==> src/rtl/ro_puf_resp_ctrl.sv <==
// Purpose: sequences a dual-bank RO PUF. For each bit it picks a challenge pair, clears the
//          counters, runs one enable window, lets the counters settle, compares them and packs the bit.
// Latency: 2+WINDOW+SETTLE_CYC cycles per bit. resp_valid comes RESP_W*(2+WINDOW+SETTLE_CYC)+1 cycles after start.
// Backpressure: resp_valid and the result stay held in DONE until resp_ready. A start while busy is dropped.
module ro_puf_resp_ctrl #(
    parameter int RESP_W     = 32,
    parameter int CNT_W      = 16,
    parameter int WINDOW     = 1024,
    parameter int SETTLE_CYC = 4,
    localparam int TIE_W     = $clog2(RESP_W + 1),
    localparam int KW        = (RESP_W > 1) ? $clog2(RESP_W) : 1,
    localparam int TMAX      = (WINDOW > SETTLE_CYC) ? WINDOW : SETTLE_CYC,
    localparam int TW        = $clog2(TMAX + 1)
) (
    input  logic              i_clk,
    input  logic              i_rst,
    input  logic              i_start,
    input  logic [7:0]        i_chall_base,
    input  logic [CNT_W-1:0]  i_count0,
    input  logic [CNT_W-1:0]  i_count1,
    output logic [7:0]        o_chall0,
    output logic [7:0]        o_chall1,
    output logic              o_cnten,
    output logic              o_cnt_clr,
    output logic              o_busy,
    output logic [RESP_W-1:0] o_resp,
    output logic              o_resp_valid,
    input  logic              i_resp_ready,
    output logic [TIE_W-1:0]  o_tie_cnt,
    output logic              o_sat
);

    typedef enum logic [2:0] {
        S_IDLE, S_CLEAR, S_MEASURE, S_SETTLE, S_COMPARE, S_DONE
    } state_t;

    state_t             r_state;
    state_t             w_nxt;
    logic [TW-1:0]      r_tmr;
    logic [KW-1:0]      r_k;
    logic [KW-1:0]      w_k_nxt;
    logic [7:0]         r_base;
    logic [7:0]         w_base_nxt;
    logic [7:0]         w_off;
    logic [7:0]         r_chall0;
    logic [7:0]         r_chall1;
    logic               r_cnten;
    logic               r_cnt_clr;
    logic               r_busy;
    logic               r_resp_valid;
    logic [RESP_W-1:0]  r_resp;
    logic [TIE_W-1:0]   r_tie;
    logic               r_sat;
    logic               w_last;
    logic               w_accept;

    assign w_last   = (r_k == KW'(RESP_W - 1));
    assign w_accept = (r_state == S_IDLE) && i_start;

    // Next-state decode, plus the bit index and base that the next CLEAR will use.
    always_comb begin
        w_nxt      = r_state;
        w_k_nxt    = r_k;
        w_base_nxt = r_base;
        case (r_state)
            S_IDLE: begin
                if (i_start) begin
                    w_nxt      = S_CLEAR;
                    w_k_nxt    = '0;
                    w_base_nxt = i_chall_base;
                end
            end
            S_CLEAR:   w_nxt = S_MEASURE;
            S_MEASURE: if (r_tmr == TW'(WINDOW - 1))     w_nxt = S_SETTLE;
            S_SETTLE:  if (r_tmr == TW'(SETTLE_CYC - 1)) w_nxt = S_COMPARE;
            S_COMPARE: begin
                if (w_last) begin
                    w_nxt = S_DONE;
                end else begin
                    w_nxt   = S_CLEAR;
                    w_k_nxt = r_k + KW'(1);
                end
            end
            S_DONE:    if (i_resp_ready) w_nxt = S_IDLE;
            default:   w_nxt = S_IDLE;
        endcase
    end

    // Pair k uses base+2k and base+2k+1. The 8-bit add wraps at 256.
    assign w_off = 8'(w_k_nxt) << 1;

    // State register, phase timer, and the Moore outputs, which are registered from the next state.
    always_ff @(posedge i_clk or negedge i_rst) begin
        if (!i_rst) begin
            r_state      <= S_IDLE;
            r_tmr        <= '0;
            r_k          <= '0;
            r_base       <= '0;
            r_chall0     <= '0;
            r_chall1     <= '0;
            r_cnten      <= 1'b0;
            r_cnt_clr    <= 1'b0;
            r_busy       <= 1'b0;
            r_resp_valid <= 1'b0;
        end else begin
            r_state      <= w_nxt;
            r_k          <= w_k_nxt;
            r_base       <= w_base_nxt;
            r_tmr        <= (w_nxt == r_state) ? r_tmr + TW'(1) : '0;
            r_cnten      <= (w_nxt == S_MEASURE);
            r_cnt_clr    <= (w_nxt == S_CLEAR);
            r_busy       <= (w_nxt != S_IDLE);
            r_resp_valid <= (w_nxt == S_DONE);
            if (w_nxt == S_CLEAR) begin
                r_chall0 <= w_base_nxt + w_off;
                r_chall1 <= w_base_nxt + w_off + 8'd1;
            end
        end
    end

    // Result accumulation: cleared on an accepted start, updated once per COMPARE.
    always_ff @(posedge i_clk or negedge i_rst) begin
        if (!i_rst) begin
            r_resp <= '0;
            r_tie  <= '0;
            r_sat  <= 1'b0;
        end else if (w_accept) begin
            r_resp <= '0;
            r_tie  <= '0;
            r_sat  <= 1'b0;
        end else if (r_state == S_COMPARE) begin
            r_resp[r_k] <= (i_count0 > i_count1);
            if (i_count0 == i_count1) begin
                r_tie <= r_tie + TIE_W'(1);
            end
            if ((&i_count0) || (&i_count1)) begin
                r_sat <= 1'b1;
            end
        end
    end

    assign o_chall0     = r_chall0;
    assign o_chall1     = r_chall1;
    assign o_cnten      = r_cnten;
    assign o_cnt_clr    = r_cnt_clr;
    assign o_busy       = r_busy;
    assign o_resp       = r_resp;
    assign o_resp_valid = r_resp_valid;
    assign o_tie_cnt    = r_tie;
    assign o_sat        = r_sat;

endmodule
==> config.mk <==
export PLATFORM = sky130hd
export DESIGN_NAME = ro_puf_resp_ctrl
export DESIGN_NICKNAME = d
export VERILOG_FILES = /design/src/rtl/ro_puf_resp_ctrl.sv
export SDC_FILE = /design/constraint.sdc
export NUM_CORES = 1
export LEC_CHECK = 0
export CORE_MARGIN = 1
export CORE_UTILIZATION = 50
export DETAILED_ROUTE_END_ITERATION = 7
export PLACE_DENSITY = 0.89
export SETUP_SLACK_MARGIN = 0.5
export SYNTH_ARGS = -nofsm -noshare
export SYNTH_HDL_FRONTEND = slang
export SYNTH_SLANG_ARGS = --single-unit
==> constraint.sdc <==
create_clock -name i_clk -period 4.7 [get_ports i_clk]
set_clock_uncertainty 0.1 [all_clocks]
set_input_delay 0.94 -clock i_clk [delete_from_list [all_inputs] [get_ports i_clk]]
set_output_delay 0.94 -clock i_clk [all_outputs]
set_load 0.05 [all_outputs]
Word level (Yosys, flattened, before mapping)
Cells that the tools add are included.
{"block": "op_classes", "magnitude_cmp": 3, "eq_ne": 13, "reduce_logical": 12, "n_shift": 0, "n_addsub": 5, "bitwise": 0, "muxes": 23, "mul": 0, "n_div": 0}
{"operator": "2-to-1 mux 32 bit", "count": 2}
{"operator": "bitwise mux 32 bit", "count": 1}
{"operator": "AND reduction 16 bit", "count": 2}
{"operator": "2-to-1 mux 6 bit", "count": 3}
{"operator": "case mux 3 bit (6 select lines)", "count": 1}
{"operator": "equality test 16 bit", "count": 1}
{"operator": "greater-than comparator 16 bit", "count": 1}
{"operator": "2-to-1 mux 8 bit", "count": 2}
{"operator": "2-to-1 mux 3 bit", "count": 5}
{"operator": "adder 11 x 1 -> 11 bit (second input constant)", "count": 1}
{"operator": "equality test 11 x 10 -> 1 bit (second input constant)", "count": 1}
{"operator": "equality test 11 x 2 -> 1 bit (second input constant)", "count": 1}
{"operator": "2-to-1 mux 11 bit", "count": 1}
{"operator": "2-to-1 mux 5 bit", "count": 2}
{"operator": "case mux 5 bit (2 select lines)", "count": 1}
{"operator": "equality test 3 x 2 -> 1 bit (second input constant)", "count": 3}
{"operator": "equality test 3 bit (second input constant)", "count": 3}
{"operator": "adder 8 x 1 -> 8 bit (second input constant)", "count": 1}
{"operator": "adder 8 x 6 -> 8 bit", "count": 1}
{"operator": "adder 6 x 1 -> 6 bit (second input constant)", "count": 1}
{"operator": "equality test 3 x 1 -> 1 bit (second input constant)", "count": 2}
{"operator": "less-than comparator 5 x 6 -> 1 bit (second input constant)", "count": 1}
{"operator": "nonzero test 2 bit", "count": 3}
{"operator": "adder 5 x 1 -> 5 bit (second input constant)", "count": 1}
{"operator": "10 further kinds", "count": 15}
{"block": "word_totals", "latch_bits": 0, "mem_bits_ro": 0, "reg_bits": 86, "memories": 0, "elab_cells": 69, "ram_bits": 0, "out_inout_bits": 59}

Depth between registers and ports, before layout
{"block": "logic_depth", "ltp_word": 7, "mapped_depth": 16, "depth_no_buf": 15}

Worst setup path before layout
No wires, ideal clock.
{"block": "synth_path", "path_kind": "input port to flip-flop", "startpoint": "input port i_start", "endpoint": "register r_chall1[7], in the netlist o_chall1[7]", "setup_slack_ps": 1292, "t_arrival_ps": 3183, "cell_stages": 13, "path_buffers": 1, "path_cell_list": "o21a_1 -> buf_2 -> nand2_1 -> clkinv_1 -> a21oi_1 -> ha_1 -> fa_1 -> xor2_1 -> o21ai_0 -> nor4_4 -> o211ai_1 -> xnor2_1 -> o21ai_1"}
{"block": "synth_between", "elab_chain_len": 4, "elab_cells_between_ends": 9}
{"item": "from (decl)", "line": "17", "source": "input logic i_start,"}
{"item": "2-to-1 mux 5 bit", "line": "67", "source": "if (i_start) begin"}
{"item": "case mux 5 bit (2 select lines)", "line": "65", "source": "case (r_state)"}
{"item": "net w_k_nxt[0]", "line": "41", "source": "logic [KW-1:0] w_k_nxt;"}
{"item": "adder 8 x 6 -> 8 bit", "line": "116", "source": "r_chall1 <= w_base_nxt + w_off + 8'd1;"}
{"item": "adder 8 x 1 -> 8 bit", "line": "116"}
{"item": "to (signal assigned)", "line": "116"}
{"item": "to (decl)", "line": "46", "source": "logic [7:0] r_chall1;"}
The timed path passes the listed nets, and every way through them passes these cells.
A chain may end at the register's enable or synchronous reset.

Worst setup path after layout
Ends and elaborated chain as after synthesis.

==> results.yml <==
timing:
  slew_headroom_pct: 17.8
  fin_crit_ns: 3.97
  drv_slew: 0
  fin_ws_ns: 0.733
  setup_viol: 0
  worst_pin_slew_ns: 1.23
  tns_ns: 0
  hold_violations: 0
  max_freq_ghz: 0.252
  rsz0062_at_grt: "false"
  min_period_over_period_pct: 84.4
die:
  num_rows: 36
  start_util_pct: 52.0
  die_x_um: 103
  die_y_um: 103
  core_area_sq_um: 9860
  io_pins: 103
  die_area_sq_um: 10700
setup_path:
  cp_data_arrival_time_ns: 4.13
  path_max_fanout: 10
  critPathLaunchType: "input port"
  crit_chain: "clkdlybuf4s50_1 > o21a_1 > nand2_1 > clkinv_1 > a21oi_1 > ha_1 > fa_1 > xor2_1 > o21ai_0 > nor4_4 > o211ai_1 > xnor2_1 > o21ai_1"
  cpLargestDelayFamily: "compound AO/OA/AOI/OAI gates"
  crit_required_ns: 4.86
  path_buf_inv: 2
  crit_slowest_cell: "clkdlybuf4s50_1"
  rr_worst_depth: 13
  criticalPathCategory: "input port to flip-flop"
  cp.depth: 13
  cpPeakStageDelay_ns: 0.56
  rrSetupSlack_ns: 0.75
  worst_setup_path_end_kind: "flip-flop"
yosys:
  async_reset_ff_share_pct: 100
  synthFlopType: "dfrtp_1"
  syn_avg_cell_area_sq_um: 8.15
  syn_inst: 629
  ys_ff_latch: 86
  yosysWarnings: 0
  syn-num-nets: 702
  yosysSeqAreaShare_pct: 42.0
  synth_area_sq_um: 5130
  synth_edf_count: 0
  synth_cell_types: 50
run:
  maxCapViolations: 0
layout:
  regArea_sq_um: 2150
  n_antenna_cell: 0
  design_area_sq_um: 6430
  drive_above_1_share_pct: 5.06
  synthToLayoutAreaGrowth_pct: 25.4
  final_util_pct: 65.2
  fillers: 811
  multi_input_area_sq_um: 2730
  final_nets: 780
global_route:
  use_met1_pct: 32.7
  grt-ovfl-total: 0
  use_met2_pct: 46.1
  grt_max_degree: 87
  antenna_found_initial: 0
  track_usage_pct: 26.4
  grt_util_met3_pct: 5.51
  grt_pass1_vias: 4727
  grt_pass1_wl_um: 22000
  grt_busiest_layer: "met2"
clock_network:
  clockBufferDepth: 2
  hold_buffers: 0
  cts_resized: 0
  clock_sinks: 86
  numCtsBuffers: 9
  clk_pin_slew_ns: 0.10
  cts-htree-levels: 3
  cts_setup_buffers: 0
  clk_latency_ns: 0.37
  cts_tree: "yes"
  cts_root_buffer: "clkbuf_8"
placed_design:
  dp_slack_ns: 0.464
  globalplace.congestion: 0.863
  place_area_sq_um: 6210
  post-dp-hpwl_um: 9300
  port_buffers: 102
routing:
  drt_wl_total_um: 13200
  drc: 0
  drt_pre_antenna_iters: 5
  post_drt_via_cell_ratio: 5.85
  num_vias: 4943
  wire_per_inst_um: 15.6
  drt_iter0_markers: 328
  ant_nets: 0
min_path:
  hold_path_class: "flip-flop to flip-flop"
  hold_depth: 2
pwr:
  ir_drop_v: 0.000495
  pwr_density_cell_nw_per_um2: 484
  power_leakage_nw: 2.73
run_status:
  status: "complete, no violations"
-- kinds of logic (layout without fill, tap and decap cells) --
kind of cell / count (synthesis) / after routing / synth area share, %
simple gates: 332 / 332 / 30.9
fa+ha+maj: 29 / 29 / 7.22
xor+xnor: 20 / 20 / 3.42
flops: 86 / 86 / 42.0
buf+inv: 67 / 150 / 5.22
mux: 4 / 4 / 0.805
compound gates: 91 / 91 / 10.4
-- worst register-to-register path: stages, from the launching register on --
cell and delay, ns:
dfrtp_1 0.50, nor2_1 0.55, o21a_1 0.41, nand2_1 0.12
clkinv_1 0.08, a21oi_1 0.10, ha_1 0.27, fa_1 0.45
xor2_1 0.36, o21ai_0 0.25, nor4_4 0.25, o211ai_1 0.15
xnor2_1 0.17, o21ai_1 0.08
-- per-layer routing --
layer  share of wire (%)  routed length [um]
met5                   0                   0
met4                 2.3                 302
met3                 7.0                 923
met2                  50                6540
met1                  41                5400
-- worst paths after layout --
| check | startpoint | to |
|---|---|---|
| min in group asynchronous | i_rst | o_resp[4] |
| max | i_start | o_chall1[7] |
| min reg2reg | o_chall0[3] | o_chall0[3] |
| min | o_chall0[3] | o_chall0[3] |
| max in group asynchronous | i_rst | o_resp[16] |
| max reg2reg | r_state[1] | o_chall1[7] |
-- synth_stat cells, types with 2 or more instances --
cell type  instances  share of area [%]
a211oi_1           4               0.59
a21o_1             6               0.88
a21oi_1           18                1.8
a22o_1             2               0.34
a31oi_1            2               0.24
and2_1             3               0.37
and3_1             4               0.49
buf_1              2               0.15
buf_2              7               0.68
clkbuf_1          31                2.3
dfrtp_1           86                 42
ha_1              28                6.8
inv_1             25                1.8
mux2i_1            3               0.59
nand2_1           98                7.2
nand3_1           12                1.2
nand3b_1           3               0.44
nand4_1           15                1.8
nor2_1            80                5.9
nor3_1            64                6.2
nor4_1            35                4.3
o21a_1             4               0.59
o21ai_0           43                4.2
o21ai_1            2               0.20
o31ai_1            2               0.29
or2_2              4               0.49
or3_1              2               0.24
or4_1              4               0.59
xnor2_1           12                2.0
xor2_1             8                1.4
-- flip-flops by register name (all words and copies together), names as in the netlist --
| signal | cells |
|---|---|
| o_cnten | 1 |
| r_base | 8 |
| r_state | 3 |
| r_k | 5 |
| o_resp_valid | 1 |
| o_sat | 1 |
| o_cnt_clr | 1 |
| o_busy | 1 |
| o_chall0 | 8 |
| o_resp | 32 |
| o_tie_cnt | 6 |
| o_chall1 | 8 |
| r_tmr | 11 |
-- final cells by class --
type                       instances  area share (%)
multi-input combinational        476            42.4
sequential                        86            33.4
timing repair buffer             108            16.5
tap                              133            2.59
clock buffer                       9            1.93
clock inverter                     7            1.59
inverter                          26            1.52
-- report_power, final --
| part | internal, mW | switching [mW] |
|---|---|---|
| sequential | 0.915 | 0.139 |
| clock | 0.307 | 0.290 |
| combinational | 0.510 | 0.953 |
-- layout by cell type (no fill, tap or decap), types with 2 or more instances in the layout --
cell / count
a211oi_1: 3
a21o_1: 6
a21oi_1: 17
a22o_1: 2
a31oi_1: 2
and2_1: 3
and3_1: 4
buf_4: 7
bufinv_16: 2
clkbuf_8: 9
clkdlybuf4s50_1: 101
dfrtp_1: 86
ha_1: 28
inv_1: 25
inv_6: 2
mux2i_1: 3
nand2_1: 98
nand3_1: 12
nand3b_1: 3
nand4_1: 15
nor2_1: 79
nor3_1: 64
nor4_1: 35
o21a_1: 4
o21ai_0: 43
o21ai_1: 2
o31ai_1: 2
or2_2: 4
or3_1: 2
or4_1: 4
xnor2_1: 12
xor2_1: 8
-- per-stage QoR --
step | cells | hold WS, ns | power (mW)
2_1_floorplan | 629 | 0.344 | 2.07
3_3_place_gp | 829 | 0.367 | 2.45
3_5_place_dp | 829 | 0.362 | 2.51
4_1_cts | 845 | 0.395 | 3.11
5_1_grt | 845 | 0.422 | 3.30
6_report | 845 | 0.391 | 3.11
Note: power is estimated with default switching activity, not from simulation.
==> edit 1: new RTL, config.mk and constraints unchanged <==
The parameter `WINDOW` goes from 1024 to 256.
--- a/src/rtl/ro_puf_resp_ctrl.sv
+++ b/src/rtl/ro_puf_resp_ctrl.sv
@@ -6,5 +6,5 @@
     parameter int RESP_W     = 32,
     parameter int CNT_W      = 16,
-    parameter int WINDOW     = 1024,
+    parameter int WINDOW     = 256,
     parameter int SETTLE_CYC = 4,
     localparam int TIE_W     = $clog2(RESP_W + 1),
Formal check against the unedited RTL: same outputs for any inputs over 10 cycles, from zero or initial values and one cycle with i_rst low; that may be too few to reach the edited logic, so the function may still have changed.
==> edit 1 against the unedited design <==
  * Sequential share of layout area shrank 0.20 points
  * Count of clock-buffer cells in the layout grew 2
  * Register-to-register slack improved by 0.25 ns
  * Die area down 1.8%
  * Synthesized area shrank 1.8%
  * Wire length shrank 1.2%
  * Critical path depth down 1
  * Setup slack better by 0.072 ns
  * Sequential cell count is 2 lower
  * Cell count fell by 1.8%
  * Design area fell by 1.7%
Power is not compared: it rests on default switching activity, and its combinational part moved more than twofold at a synthesized area within 25%.
==> edit 1: results (changes against the unedited design) <==
[cts]
post_cts_buffers=0  ; unchanged

[worst_setup_path]
worstPathMaxFanout=9  ; was 10
r2r_slack_ns=1.00  ; was 0.75 ns

[grt]
met1_usage_pct=32.1  ; was 32.7%
grtUsageMet2_pct=45.7  ; was 46.1%
gr-usage-all-layers_pct=26.3  ; was 26.4%
gr-usage-met3_pct=5.06  ; was 5.51%
grt_max_degree=85  ; was 87
grt_pass1_vias=4760  ; was 4727
grt_pass1_wl_um=21700  ; was 22000 µm

[status]
status=complete, no violations  ; unchanged

[power_and_ir_drop]
peakVddDrop_mv=0.139

[min_path]
hold_class=reg -> reg  ; unchanged

[sta]
max_freq_ghz=0.257  ; was 0.252 GHz
slew_headroom_pct=31.3  ; was 17.8%

[yosys]
yosys_warnings=0  ; unchanged
synthesis.nets=687  ; was 702
synth_area_leaders=dfrtp_1, ha_1, nand2_1, nor3_1, o21ai_0  ; was dfrtp_1, nand2_1, ha_1, nor3_1, nor2_1
ys_ff_latch=84  ; was 86
ys_seq_area_share_pct=41.7  ; was 42.0%
synth_commonest_cells=nand2_1, dfrtp_1, nor3_1, nor2_1, o21ai_0  ; was nand2_1, dfrtp_1, nor2_1, nor3_1, o21ai_0
synth.distinct_cells=49  ; was 50

[drt]
vias_per_cell=5.77  ; was 5.85
drtIter0Drc=277  ; was 328
wl_per_cell_um=15.7  ; was 15.6 µm

[layout]
final_net_count=766  ; was 780
fillCellCount=814  ; was 811
layout-drive-gt1-share_pct=5.88  ; was 5.06%

[placed_design]
gp_congestion=0.852  ; was 0.863

edit 1: cell count changes after synthesis, moves of 5 or more:
cell and delta:
a21oi_1 -7, clkbuf_1 -6, o21ai_0 +5, nor2b_1 +5, xnor2_1 -5, xor2_1 +5, nor2_1 -19
edit 1: worst paths after layout:
path,from,to,depth (start not counted)
worst max-delay path,i_start,o_chall1[7],12
worst min-delay path,r_tmr[0],r_tmr[0],1
worst max register to register,r_state[2],o_chall1[7],15
worst min register to register,r_tmr[0],r_tmr[0],1
max in group asynchronous,i_rst,o_sat,1
min in group asynchronous,i_rst,o_resp[23],1
edit 1: routing by layer:
layer	vias up	part of all wire [%]
li1	2290	-
met1	2259	41
met2	209	51
met3	31	6.7
met4	0	1.9
met5	-	0
edit 1: worst max-delay path, cell delays in order:
cell and delay (ns):
clkdlybuf4s50_1 0.52, or4b_1 0.62, nand3_1 0.16, o21a_1 0.18, inv_1 0.08, ha_1 0.30, a211oi_1 0.38, o21ai_0 0.20
and3_1 0.22, o2111ai_1 0.23, xnor2_1 0.14, o21ai_1 0.07
edit 1: power by group:
group          switching [mW]  internal (mW)  total (mW)  leakage [nW]
sequential            0.00148          0.726       0.727          1.11
combinational          0.0794         0.0658       0.145          1.49
clock                   0.270          0.261       0.532        0.0959
total                   0.351           1.05        1.40          2.69
edit 1: what timing repair did:
action	CTS	global route
endpoints found under the hold margin	0	0
resized for setup	0	1
setup endpoints to repair	0	1
edit 1: per-stage QoR:
stage	total power, mW	utilization (%)	hold WS, ns	instance area, µm²	cells
after floorplan	0.809	-	0.344	5040	613
after global placement	0.878	62.6	0.363	6110	814
after detailed placement	0.885	62.6	0.370	6110	814
after CTS	1.41	64.6	0.383	6310	830
after global routing	1.45	64.7	0.406	6320	830
final	1.40	64.7	0.382	6320	830
edit 1: cells by family (layout without fill, tap and decap cells):
| logic type | after synthesis | after routing | synth area share [%] |
|---|---|---|---|
| buffers and inverters | 72 | 156 | 5.86 |
| adder cells (fa/ha/maj) | 30 | 30 | 7.60 |
| multiplexers | 3 | 3 | 0.596 |
| XOR/XNOR | 20 | 20 | 3.48 |
| AO/OA/AOI/OAI | 84 | 84 | 9.56 |
| AND/OR/NAND/NOR | 320 | 320 | 31.2 |
| flip-flops | 84 | 84 | 41.7 |
edit 1: final cells by class:
| type | instances | area share [%] |
|---|---|---|
| timing repair buffer | 109 | 16.9 |
| sequential | 84 | 33.2 |
| clock buffer | 11 | 2.24 |
| inverter | 31 | 1.84 |
| clock inverter | 5 | 0.930 |
| multi-input combinational | 457 | 42.2 |
| tap | 133 | 2.63 |
==> edit 2: new RTL, config.mk and constraints unchanged <==
Without the edit above. `r_k` no longer has a reset.
--- a/src/rtl/ro_puf_resp_ctrl.sv
+++ b/src/rtl/ro_puf_resp_ctrl.sv
@@ -95,5 +95,4 @@
             r_state      <= S_IDLE;
             r_tmr        <= '0;
-            r_k          <= '0;
             r_base       <= '0;
             r_chall0     <= '0;
@@ -105,5 +104,4 @@
         end else begin
             r_state      <= w_nxt;
-            r_k          <= w_k_nxt;
             r_base       <= w_base_nxt;
             r_tmr        <= (w_nxt == r_state) ? r_tmr + TW'(1) : '0;
@@ -117,4 +115,8 @@
             end
         end
+    end
+
+    always_ff @(posedge i_clk) begin
+        r_k <= w_k_nxt;
     end
 
Behaviour: no difference found for any inputs over 10 cycles, from zero or initial values and one cycle with i_rst low; that may be too few to reach the edited logic, so the function may still have changed.
==> edit 2 against the unedited design <==
  * Count of clock-buffer cells in the layout up 1
  * Synthesized area down 0.49%
  * Register-to-register slack better by 0.10 ns
  * Die area down 0.48%
  * Design area down 1.1%
  * Total power down 2.9%
  * Sequential cell count unchanged
  * Setup slack better by 0.088 ns
  * Cell count unchanged
  * Non-clock buffer count unchanged
  * Global-route usage up 0.89 points
  * Wire length up 4.3%
  * Critical path type unchanged
  * Largest power group unchanged
==> edit 2: results (changes against the unedited design) <==
[drt]
drtPass1Iterations=7  ; was 5
vias=4961  ; was 4943
wl_per_cell_um=16.3  ; was 15.6 µm
drtIter0Drc=421  ; was 328

[grt]
gr-usage-all-layers_pct=27.3  ; was 26.4%
grt_pass1_vias=4826  ; was 4727
grt_max_degree=82  ; was 87
gr-usage-met3_pct=5.69  ; was 5.51%
grt_pass1_wl_um=22600  ; was 22000 µm
grt-ovfl-total=0  ; unchanged
grtUsageMet2_pct=48.2  ; was 46.1%
met1_usage_pct=32.9  ; was 32.7%

[power_and_ir_drop]
peakVddDrop_mv=0.509  ; was 0.495 mV
p_leak_nw=2.67  ; was 2.73 nW

[cts]
insertion_delay_ns=0.38
post_cts_buffers=0  ; unchanged
cts_resized=0  ; unchanged
htreeDepth=3  ; unchanged
root_buffer=clkbuf_8  ; unchanged
max-clock-path-buffers=2  ; unchanged
numCtsBuffers=9  ; unchanged

[layout]
insertedDiodeCount=0  ; unchanged
largest_reg_flops=32  ; unchanged
layout-drive-gt1-share_pct=5.06  ; unchanged
fillCellCount=853  ; was 811
final_net_count=780  ; unchanged

[placed_design]
hpwl_um=9640  ; was 9300 µm
io_buffers=102  ; unchanged
dpl_cell_area_um2=6180  ; was 6210 µm²
gp_congestion=0.830  ; was 0.863

[min_path]
hold_class=reg -> reg  ; unchanged

[status]
status=complete, no violations  ; unchanged

[yosys]
synth_area_leaders=dfrtp_1, nand2_1, ha_1, nor3_1, nor2_1  ; unchanged
synth_commonest_cells=nand2_1, dfrtp_1, nor2_1, nor3_1, o21ai_0  ; unchanged
synthArstFlopShare_pct=94.2  ; was 100%
yosys_warnings=0  ; unchanged
ys_seq_area_share_pct=41.7  ; was 42.0%
synth.distinct_cells=51  ; was 50

[worst_setup_path]
worstPathArrival_ns=4.04  ; was 4.13 ns
r2r_slack_ns=0.85  ; was 0.75 ns
cp_top_family=compound AO/OA/AOI/OAI gates  ; unchanged
slowest_stage=clkdlybuf4s50_1  ; unchanged
worstPathMaxFanout=8  ; was 10

[sta]
hold-worst-slack_ns=0.383  ; was 0.391 ns
worst_pin_slew_ns=1.22  ; was 1.23 ns
setup_violations=0  ; unchanged

-- edit 2: cell types whose count changed after synthesis --
cell / before / now
dfrtp_1: 86 / 81
dfxtp_1: 0 / 5
-- edit 2: worst paths after layout --
check | start | to | cells past startpoint
worst max-delay path | i_start | o_chall1[7] | 12
worst min-delay path | o_chall0[4] | o_chall0[4] | 2
worst max register to register | r_state[1] | o_chall1[7] | 12
worst min register to register | o_chall0[4] | o_chall0[4] | 2
max in group asynchronous | i_rst | o_chall1[7] | 1
min in group asynchronous | i_rst | o_resp[25] | 1
-- edit 2: cells by family after synthesis --
| family | synth area share [%] |
|---|---|
| simple gates | 31.1 |
| xor+xnor | 3.43 |
| flops | 41.7 |
| fa+ha+maj | 7.26 |
| compound gates | 10.5 |
| buf+inv | 5.25 |
| mux | 0.809 |
-- edit 2: layout make-up --
class	count	share of cell area, %
clock buffer	10	2.16
clock inverter	6	0.708
multi-input combinational	476	42.9
timing repair buffer	108	16.7
tap	133	2.61
inverter	26	1.53
sequential	86	33.4
-- edit 2: where the power goes --
part	switching, mW	internal [mW]	leakage [nW]
logic	0.950	0.510	1.48
clock network	0.294	0.209	0.0853
registers	0.142	0.916	1.11
-- edit 2: metrics by stage --
stage | utilization (%) | worst slack (ns) | cells | total power, mW
CTS | 64.8 | 0.923 | 845 | 3.01
global placement | 63.0 | 0.741 | 829 | 2.45
detailed placement | 63.0 | 0.527 | 829 | 2.51
global route | 64.8 | 0.562 | 845 | 3.19
finish | 64.8 | 0.821 | 845 | 3.02
floorplan | - | 1.30 | 629 | 2.07
-- edit 2: worst min-delay path, delay by kind of cell (launching register included) --
| kind | cells | cell delay, ns |
|---|---|---|
| flops | 1 | 0.35 |
| simple gates | 2 | 0.11 |
-- edit 2: per-layer routing --
| layer | wire length (µm) | vias to the layer above |
|---|---|---|
| li1 | - | 2351 |
| met1 | 5550 | 2360 |
| met2 | 6920 | 225 |
| met3 | 1050 | 25 |
| met4 | 218 | 0 |
| met5 | 0 | - |
